==> src/rtl/uart_pkg.sv <==
// Shared types and constants for the UART receive path.
package uart_pkg;

    typedef enum logic [1:0] {
        ST_IDLE,
        ST_START,
        ST_DATA,
        ST_STOP
    } rx_state_e;

    localparam int STAT_NE      = 0;
    localparam int STAT_OVR     = 1;
    localparam int STAT_FRM     = 2;
    localparam int STAT_FULL    = 3;
    localparam int STAT_CNT_LSB = 4;
    localparam int STAT_CNT_W   = 5;

    localparam logic REG_DATA   = 1'b0;
    localparam logic REG_STATUS = 1'b1;

    localparam int SYS_CLK_HZ           = 12_000_000;
    localparam int BAUD                 = 9600;
    localparam int DEFAULT_CLKS_PER_BIT = SYS_CLK_HZ / BAUD;

    function automatic logic [31:0] status_word(
        input logic                  ne,
        input logic                  ovr,
        input logic                  frm,
        input logic                  full,
        input logic [STAT_CNT_W-1:0] cnt
    );
        logic [31:0] w;
        w                              = '0;
        w[STAT_NE]                     = ne;
        w[STAT_OVR]                    = ovr;
        w[STAT_FRM]                    = frm;
        w[STAT_FULL]                   = full;
        w[STAT_CNT_LSB +: STAT_CNT_W]  = cnt;
        return w;
    endfunction

endpackage

==> src/rtl/uart_rx_fifo.sv <==
// Synchronous show-ahead FIFO; a push into a full FIFO lands only
// when a pop frees a slot in the same cycle.
module uart_rx_fifo #(
    parameter int DEPTH = 8,
    parameter int WIDTH = 8
) (
    input  logic                     clk,
    input  logic                     resetn,
    input  logic                     push,
    input  logic                     pop,
    input  logic [WIDTH-1:0]         din,
    output logic [WIDTH-1:0]         dout,
    output logic [$clog2(DEPTH):0]   count,
    output logic                     full,
    output logic                     empty
);
    localparam int AW = $clog2(DEPTH);

    logic [WIDTH-1:0] mem_q [DEPTH];
    logic [AW-1:0]    wr_q, wr_d;
    logic [AW-1:0]    rd_q, rd_d;
    logic [AW:0]      cnt_q, cnt_d;
    logic             do_push, do_pop;

    assign empty   = (cnt_q == '0);
    assign full    = (cnt_q == (AW+1)'(DEPTH));
    assign count   = cnt_q;
    assign dout    = mem_q[rd_q];
    assign do_pop  = pop && !empty;
    assign do_push = push && (!full || do_pop);

    always_comb begin
        wr_d  = wr_q;
        rd_d  = rd_q;
        cnt_d = cnt_q;
        if (do_push) wr_d = wr_q + AW'(1);
        if (do_pop)  rd_d = rd_q + AW'(1);
        unique case ({do_push, do_pop})
            2'b10:   cnt_d = cnt_q + (AW+1)'(1);
            2'b01:   cnt_d = cnt_q - (AW+1)'(1);
            default: cnt_d = cnt_q;
        endcase
    end

    always_ff @(posedge clk) begin
        if (!resetn) begin
            wr_q  <= '0;
            rd_q  <= '0;
            cnt_q <= '0;
        end else begin
            wr_q  <= wr_d;
            rd_q  <= rd_d;
            cnt_q <= cnt_d;
        end
    end

    always_ff @(posedge clk) begin
        if (do_push) mem_q[wr_q] <= din;
    end

endmodule

==> src/rtl/uart_rx.sv <==
// 8N1 UART receiver with receive FIFO and a one-cycle request/ready
// register port (DATA pops the head, STATUS clears the sticky flags).
module uart_rx
    import uart_pkg::*;
#(
    parameter int CLKS_PER_BIT = DEFAULT_CLKS_PER_BIT,
    parameter int FIFO_DEPTH   = 8
) (
    input  logic        clk,
    input  logic        resetn,
    input  logic        rx,
    input  logic        bus_read,
    input  logic        bus_addr,
    output logic [31:0] bus_rdata,
    output logic        bus_ready,
    output logic        irq
);
    localparam int CW = $clog2(CLKS_PER_BIT + 1);
    localparam int FW = $clog2(FIFO_DEPTH);
    localparam logic [CW-1:0] LOAD_FULL = CW'(CLKS_PER_BIT);
    localparam logic [CW-1:0] LOAD_HALF = CW'(CLKS_PER_BIT / 2);

    logic            sync1_q, rx_s_q, rx_prev_q;
    rx_state_e       state_q, state_d;
    logic [CW-1:0]   cnt_q, cnt_d;
    logic [2:0]      idx_q, idx_d;
    logic [7:0]      shift_q, shift_d;
    logic            ovr_q, ovr_d;
    logic            frm_q, frm_d;
    logic [31:0]     rdata_q, rdata_d;
    logic            ready_q, ready_d;

    logic            fall, expire;
    logic            byte_done, frm_set, ovr_set;
    logic            stat_rd, fifo_pop;
    logic [7:0]      fifo_dout;
    logic [FW:0]     fifo_cnt;
    logic            fifo_full, fifo_empty;

    assign fall   = rx_prev_q && !rx_s_q;
    assign expire = (cnt_q == CW'(1));

    always_comb begin
        state_d   = state_q;
        cnt_d     = cnt_q;
        idx_d     = idx_q;
        shift_d   = shift_q;
        byte_done = 1'b0;
        frm_set   = 1'b0;
        if (state_q != ST_IDLE && !expire) cnt_d = cnt_q - CW'(1);
        unique case (state_q)
            ST_IDLE: begin
                if (fall) begin
                    state_d = ST_START;
                    cnt_d   = LOAD_HALF;
                end
            end
            ST_START: begin
                if (expire) begin
                    if (!rx_s_q) begin
                        state_d = ST_DATA;
                        cnt_d   = LOAD_FULL;
                        idx_d   = 3'd0;
                    end else begin
                        state_d = ST_IDLE;
                    end
                end
            end
            ST_DATA: begin
                if (expire) begin
                    shift_d = {rx_s_q, shift_q[7:1]};
                    cnt_d   = LOAD_FULL;
                    idx_d   = idx_q + 3'd1;
                    if (idx_q == 3'd7) state_d = ST_STOP;
                end
            end
            ST_STOP: begin
                if (expire) begin
                    state_d   = ST_IDLE;
                    byte_done = rx_s_q;
                    frm_set   = !rx_s_q;
                end
            end
            default: state_d = ST_IDLE;
        endcase
    end

    assign stat_rd  = bus_read && (bus_addr == REG_STATUS);
    assign fifo_pop = bus_read && (bus_addr == REG_DATA) && !fifo_empty;
    // A full FIFO still accepts the byte when a pop lands in the same cycle.
    assign ovr_set  = byte_done && fifo_full && !fifo_pop;

    always_comb begin
        ovr_d   = ovr_set || (ovr_q && !stat_rd);
        frm_d   = frm_set || (frm_q && !stat_rd);
        ready_d = bus_read;
        rdata_d = rdata_q;
        if (bus_read) begin
            if (bus_addr == REG_STATUS) begin
                rdata_d = status_word(!fifo_empty, ovr_q, frm_q, fifo_full,
                                      STAT_CNT_W'(fifo_cnt));
            end else begin
                rdata_d = {24'b0, fifo_empty ? 8'h00 : fifo_dout};
            end
        end
    end

    always_ff @(posedge clk) begin
        if (!resetn) begin
            sync1_q   <= 1'b1;
            rx_s_q    <= 1'b1;
            rx_prev_q <= 1'b1;
            state_q   <= ST_IDLE;
            cnt_q     <= '0;
            idx_q     <= '0;
            shift_q   <= '0;
            ovr_q     <= 1'b0;
            frm_q     <= 1'b0;
            rdata_q   <= '0;
            ready_q   <= 1'b0;
        end else begin
            sync1_q   <= rx;
            rx_s_q    <= sync1_q;
            rx_prev_q <= rx_s_q;
            state_q   <= state_d;
            cnt_q     <= cnt_d;
            idx_q     <= idx_d;
            shift_q   <= shift_d;
            ovr_q     <= ovr_d;
            frm_q     <= frm_d;
            rdata_q   <= rdata_d;
            ready_q   <= ready_d;
        end
    end

    uart_rx_fifo #(
        .DEPTH (FIFO_DEPTH),
        .WIDTH (8)
    ) u_fifo (
        .clk    (clk),
        .resetn (resetn),
        .push   (byte_done),
        .pop    (fifo_pop),
        .din    (shift_q),
        .dout   (fifo_dout),
        .count  (fifo_cnt),
        .full   (fifo_full),
        .empty  (fifo_empty)
    );

    assign bus_rdata = rdata_q;
    assign bus_ready = ready_q;
    assign irq       = !fifo_empty;

endmodule

==> config.mk <==
export PLATFORM = sky130hd
export DESIGN_NAME = uart_rx
export DESIGN_NICKNAME = d
export VERILOG_FILES = /design/src/rtl/uart_pkg.sv /design/src/rtl/uart_rx_fifo.sv /design/src/rtl/uart_rx.sv
export SDC_FILE = /design/constraint.sdc
export NUM_CORES = 1
export LEC_CHECK = 0
export CAP_MARGIN = 40
export CORE_MARGIN = 2
export CORE_UTILIZATION = 52
export DETAILED_ROUTE_END_ITERATION = 10
export PLACE_DENSITY = 0.78
export SYNTH_ARGS = -nofsm -noshare
export SYNTH_HDL_FRONTEND = slang
export SYNTH_HIERARCHICAL = 1
export SYNTH_SLANG_ARGS = --single-unit
==> constraint.sdc <==
create_clock -name clk -period 3.3 [get_ports clk]
set_clock_uncertainty 0.05 [all_clocks]
set_input_delay 0.99 -clock clk [delete_from_list [all_inputs] [get_ports clk]]
set_output_delay 0.99 -clock clk [all_outputs]
set_load 0.02 [all_outputs]
Word level (Yosys, flattened, before mapping)
Memory sizes are Yosys's and may differ from the RTL's. A register that Yosys moved wholly into a read port is not among the register bits.
Cells that the tools add are included.

storage, ports and cells
  bits in registers = 72
  RAM bits = 64
  input port bits = 5
  output and inout bits = 34
  word-level logic and storage cells = 92
  memories = 1

cells by class
  $add $sub $neg = 6
  eq/ne operators = 14
  multiplexer cells = 28
  bitwise logic cells = 1
  reduce and logical (&&, ||, !) cells = 28

memories
  memory        words  bits a word  read ports  clocked after memory_dff  wr ports  RTL line            text
  u_fifo.mem_q  8      8            1           1                         1         uart_rx_fifo.sv:19  logic [WIDTH-1:0] mem_q [DEPTH];

operators with widths
  cell                                                                     number
  11-bit two-way mux                                                       5
  11-bit case mux with 3 select lines                                      1
  8-bit two-way mux                                                        2
  3-bit two-way mux                                                        5
  2-bit two-way mux                                                        6
  2-bit inequality test (second input constant)                            6
  11-bit by 1-bit equality test with 1-bit output (second input constant)  1
  1-bit logical AND                                                        11
  11-bit by 1-bit subtractor with 11-bit output (second input constant)    1
  3-bit by 1-bit adder with 3-bit output (second input constant)           3
  2-bit case mux with 4 select lines                                       1
  4-bit case mux with 2 select lines                                       1
  2-bit equality test (second input constant)                              3
  1-bit zero test                                                          6
  1-bit two-way mux                                                        6
  3-bit case mux with 2 select lines                                       1
  2-bit nonzero test                                                       3
  5-bit AND reduction                                                      1
  4-bit by 1-bit adder with 4-bit output (second input constant)           1
  2-bit by 1-bit equality test with 1-bit output (second input constant)   2
  4-bit equality test (second input constant)                              1
  4-bit zero test                                                          1
  4-bit AND reduction                                                      1
  4-bit by 1-bit subtractor with 4-bit output (second input constant)      1
  5 further kinds                                                          7

Longest topological paths before layout
  word-level depth = 8
  mapped depth = 15
  mapped depth without buffers = 13

Cells and area by module
The synthesis kept the hierarchy.

by module, submodules not included
  module        instances  cells each  area each (um2)
  uart_rx_fifo  1          176         3204.3
  uart_rx       1          222         1943.1

Worst setup path after synthesis
Ideal clock, no wire load.

  path kind = reg2reg
  start point = reg cnt_q[1]
  end point = reg u_fifo.cnt_q[3] (netlist: u_fifo/count[3])
  library setup time = 0.115 ns
  arrival = 3.134 ns
  required time = 3.135 ns
  slack = 0.001 ns
  stages on the path, launching flop included = 16
  path buffers = 2
  period minus slack after synthesis = 3.299 ns
  cells stage by stage = dfxtp_1 -> inv_1 -> ha_1 -> nor4b_2 -> and3_1 -> clkbuf_1 -> and4_1 -> clkbuf_2 -> inv_1 -> nand2b_1 -> inv_1 -> ha_1 -> nand3_1 -> a211o_1 -> a32o_1 -> o21a_1

between the ends
  longest elaborated chain between the ends = 6

ends and longest elaborated chain
  what                                                                                          RTL line            text
  start, declared                                                                               uart_rx.sv:25       logic [CW-1:0] cnt_q, cnt_d;
  start signal, assigned                                                                        uart_rx.sv:126      cnt_q <= cnt_d;
  11-bit by 1-bit equality test with 1-bit output *                                             uart_rx.sv:41       assign expire = (cnt_q == CW'(1));
  1-bit two-way mux *                                                                           uart_rx.sv:78       if (expire) begin
  1-bit two-way mux *                                                                           uart_rx.sv:51       unique case (state_q)
  via byte_done                                                                                 uart_rx.sv:34       logic byte_done, frm_set, ovr_set;
  1-bit logical AND *                                                                           uart_rx_fifo.sv:30  assign do_push = push && (!full || do_pop);
  2-bit by 1-bit equality test with 1-bit output / 2-bit equality test (equally long branches)  uart_rx_fifo.sv:38  unique case ({do_push, do_pop})
  4-bit case mux with 2 select lines / 2-bit nonzero test (equally long branches)               --
  end signal, assigned                                                                          uart_rx_fifo.sv:53  cnt_q <= cnt_d;
  end, declared                                                                                 uart_rx_fifo.sv:22  logic [AW:0] cnt_q, cnt_d;

Mark *: on every way through the listed nets, which the timed path passes. The rest lies on a longest branch.
A chain may end at the register's enable or synchronous reset.

Worst setup path after layout
  start point = reg u_fifo.cnt_q[1] (netlist: u_fifo/count[1])
  end point = out irq

between the ends
  longest elaborated chain between the ends = 2

ends and longest elaborated chain
  what             RTL line            text
  4-bit zero test  uart_rx_fifo.sv:25  assign empty = (cnt_q == '0);
  via fifo_empty   uart_rx.sv:38       logic fifo_full, fifo_empty;
  1-bit zero test  uart_rx.sv:153      assign irq = !fifo_empty;
  end, declared    uart_rx.sv:16       output logic irq

The timed path passes the listed nets, and every way through them passes these cells.

==> qor.csv <==
stage,metric,value,unit
outcome,outcome,completed,
floorplanning,Row Count,36,
finish,"Core Util, Final",61.8,%
pwr,Flop pwr share,45.7,%
global_routing,gr ovfl total,0,
finish,FILL cells,740,
pwr,Internal,2.58,mW
routing,starting DRC count in detailed routing,217,
clock_tree,deepest clock path buffer count,2,
global_routing,Most Crowded Layer GR,met2,
timing,highest clock rate,312,MHz
timing,worst setup margin,0.0947,ns
floorplanning,core area,0.00968,mm²
finish,# diodes,0,
timing,Final Hold Fails,0,
synthesis,Yosys warnings,6,
timing,endpoints failing setup,0,
clock_tree,post-CTS setup buffer count,0,
finish,layout cells sized above 1,18.8,%
synthesis,Post-Syn Area,0.00515,mm²
min_path,Hold Startpoint,sync1_q,
placement,HPWL Detailed,6520,µm
worst_setup_path,WP data required,2.26,ns
pwr,leakage,2.12,nW
synthesis,Post-synth EDFFs,64,
worst_setup_path,reg2reg path depth,12,
worst_setup_path,R2R Path End,u_fifo/count[3],
worst_setup_path,Worst Path Arrival,2.17,ns
floorplanning,I/O Pins,39,
pwr,sw frac,23.2,%
min_path,worst hold stages,1,
timing,Max Transition Viols Final,0,
global_routing,GRT Total Usage,20.6,%
clock_tree,cts repair resizes,0,
flow_run,Max Cap Violations,0,
worst_setup_path,Worst setup EP type,output pin,
placement,pre-CTS setup slack,-0.0762,ns
floorplanning,die width,103,µm
clock_tree,CTS Buf Count,17,
routing,Vias,3241,
pwr,pwr dens,562,mW/mm²
timing,Min Hold Slack,0.361,ns
placement,I/O Buffers,14,
finish,fin nets,449,
timing,fin crit share,97.1,%
pwr,Clock power frac,49.4,%
clock_tree,Sinks on Clock Net,115,
synthesis,Mapped Cells,398,
clock_tree,CTS root buffer,clkbuf_8,
worst_setup_path,class of the most critical setup path,reg2out,
worst_setup_path,reg-to-reg startpoint,cnt_q[0],
pwr,worst vdd ir,0.386,mV
global_routing,met2 Usage GRT,33.8,%
routing,Via density,5.58,
routing,"wirelength, routed",9920,µm
routing,antenna-violating nets left,0,
timing,Rel. slew slack,48.3,%
min_path,Worst Hold Endpoint,rx_s_q,
finish,fin cells,581,
finish,"Area growth, synth to finish",16.2,%
global_routing,first-pass GRT wire length,16000,µm
clock_tree,htree depth,4,
synthesis,Post-synth ARST share,0,%
routing,drt drc,0,
worst_setup_path,Startpoint Class,flop,
timing,post-route minimum period,3.21,ns
global_routing,met3 usage,6.45,%
min_path,min-delay worst type,reg2reg,
worst_setup_path,WP buf/inv,2,
global_routing,vias in the first global route,3180,
synthesis,Mean Syn Cell Area,12.9,µm²
clock_tree,Clock Pin Slew Worst Setup and Hold Paths,0.06,ns
worst_setup_path,Top Family by Delay on Critical Path,simple AND/OR/NAND/NOR gates,
placement,gp weighted congestion,0.816,
worst_setup_path,Worst R2R Setup Slack,0.33,ns
synthesis,Synth Flop Type,edfxtp_1,
worst_setup_path,crit-path cells,or3_1 > nor2_2 > inv_1 > clkdlybuf4s50_1,
timing,Tightest Pin Transition,0.773,ns
pwr,total power draw,3.36,mW
clock_tree,# hold bufs at CTS,0,
routing,WL per Instance,17.1,µm
global_routing,pin count of the biggest net entering global routing,21,
clock_tree,clock latency at the later pin of the worst-skew pair,0.52,ns
pwr,combinational power share,4.9,%
floorplanning,DIE AREA,0.0107,mm²
synthesis,sequential area share after synthesis,57.2,%
synthesis,synthesized flop and latch total,115,
global_routing,met1 Track Usage GR,25.6,%
worst_setup_path,Worst path max stage delay,0.55,ns
timing,unrepaired setup endpoints after global routing,false,
placement,Placed Cells,549,
clock_tree,CTS tree,yes,
worst_setup_path,Worst Path Max Fanout,8,
synthesis,Unique masters post-synth,64,
global_routing,initial antenna violation count,0,
floorplanning,Starting Density,53.2,%
floorplanning,Die H,103,µm
pwr,Sw Pwr,0.781,mW
routing,Pre-antenna DRT Iters,4,
worst_setup_path,slowest CP cell,clkdlybuf4s50_1,
==> state kept, by name, summed over array words and instances, names as in the netlist, 3 cells and up, named ones only <==
name	cells
u_fifo/mem_q	64
cnt_q	11
bus_rdata	8
shift_q	8
u_fifo/count	4
idx_q	3
u_fifo/rd_q	3
u_fifo/wr_q	3
==> per-layer routing <==
layer	up-vias	wire [µm]
li1	1538	-
met1	1592	4290
met2	103	4980
met5	-	0
met4	0	70
met3	8	585
==> cell type report <==
type / count / area (µm²) / area share [%]
well taps: 133 / 166 / 2.78
flip-flops and latches: 115 / 2940 / 49.2
multi-input cells: 254 / 1970 / 32.9
inverters: 9 / 33.8 / 0.565
repair buffers: 38 / 320 / 5.36
clock inverters: 14 / 129 / 2.15
clock buffers: 18 / 418 / 6.99
==> per-stage QoR <==
| step | TNS [ns] | instance area, µm² |
|---|---|---|
| 2_1_floorplan | 0 | 5230 |
| 3_3_place_gp | 0 | 5430 |
| 3_5_place_dp | -0.0762 | 5430 |
| 4_1_cts | 0 | 5980 |
| 5_1_grt | 0 | 5980 |
| 6_report | 0 | 5980 |
==> layout by cell type, fill, tap and decap left out, types with 4 or more instances in the layout <==
master,count
and2_1,4
xnor2_1,5
nand4_1,4
xor2_1,4
clkdlybuf4s50_1,14
nand2_1,12
edfxtp_1,64
a21oi_1,11
mux2_2,8
a211oi_1,8
inv_6,4
or3_1,5
buf_4,24
nor2_1,40
o21ai_0,6
nand2b_1,10
mux2i_1,11
clkbuf_16,16
dfxtp_1,51
a22oi_1,7
inv_1,8
nand3_1,9
nor3_1,10
conb_1,24
ha_1,8
mux4_1,10
mux4_2,6
==> power groups by stage <==
stage | clock network (mW) | logic (mW) | registers (mW)
2_1_floorplan | 0 | 0.129 | 1.56
6_report | 1.66 | 0.165 | 1.54
3_5_place_dp | 0 | 0.162 | 1.57
5_1_grt | 1.76 | 0.182 | 1.54
4_1_cts | 1.69 | 0.163 | 1.53
3_3_place_gp | 0 | 0.157 | 1.56
==> cell usage after synthesis (9+ instances only) <==
library cell	count	area, µm²
buf_4	24	180
nand2_1	12	45.0
nand3_1	9	45.0
dfxtp_1	51	1020
nor3_1	10	50.1
mux2i_1	11	110
a21oi_1	11	55.1
nand2b_1	10	62.6
mux4_1	10	263
edfxtp_1	64	1920
nor2_1	41	154
==> cells by family (layout without fill, tap and decap cells) <==
kind of cell / after synthesis / after routing / synth area share [%]
AND/OR/NAND/NOR: 117 / 117 / 12.1
flip-flops: 115 / 115 / 57.2
AO/OA/AOI/OAI: 60 / 60 / 8.90
buffers and inverters: 52 / 79 / 6.27
multiplexers: 35 / 35 / 11.6
adder cells (fa/ha/maj): 9 / 9 / 2.33
XOR/XNOR: 9 / 9 / 1.53
other: 1 / 24 / 0.0729
==> how the worst max path moves through the flow <==
stage | start | to | depth (start not counted)
2_1_floorplan | cnt_q[1] | u_fifo/count[3] | 15
3_3_place_gp | bus_addr | u_fifo/count[3] | 11
3_5_place_dp | bus_addr | u_fifo/count[3] | 11
4_1_cts | u_fifo/count[1] | irq | 4
5_1_grt | u_fifo/count[1] | irq | 4
6_report | u_fifo/count[1] | irq | 4
Note: power is estimated with default switching activity, not from simulation.
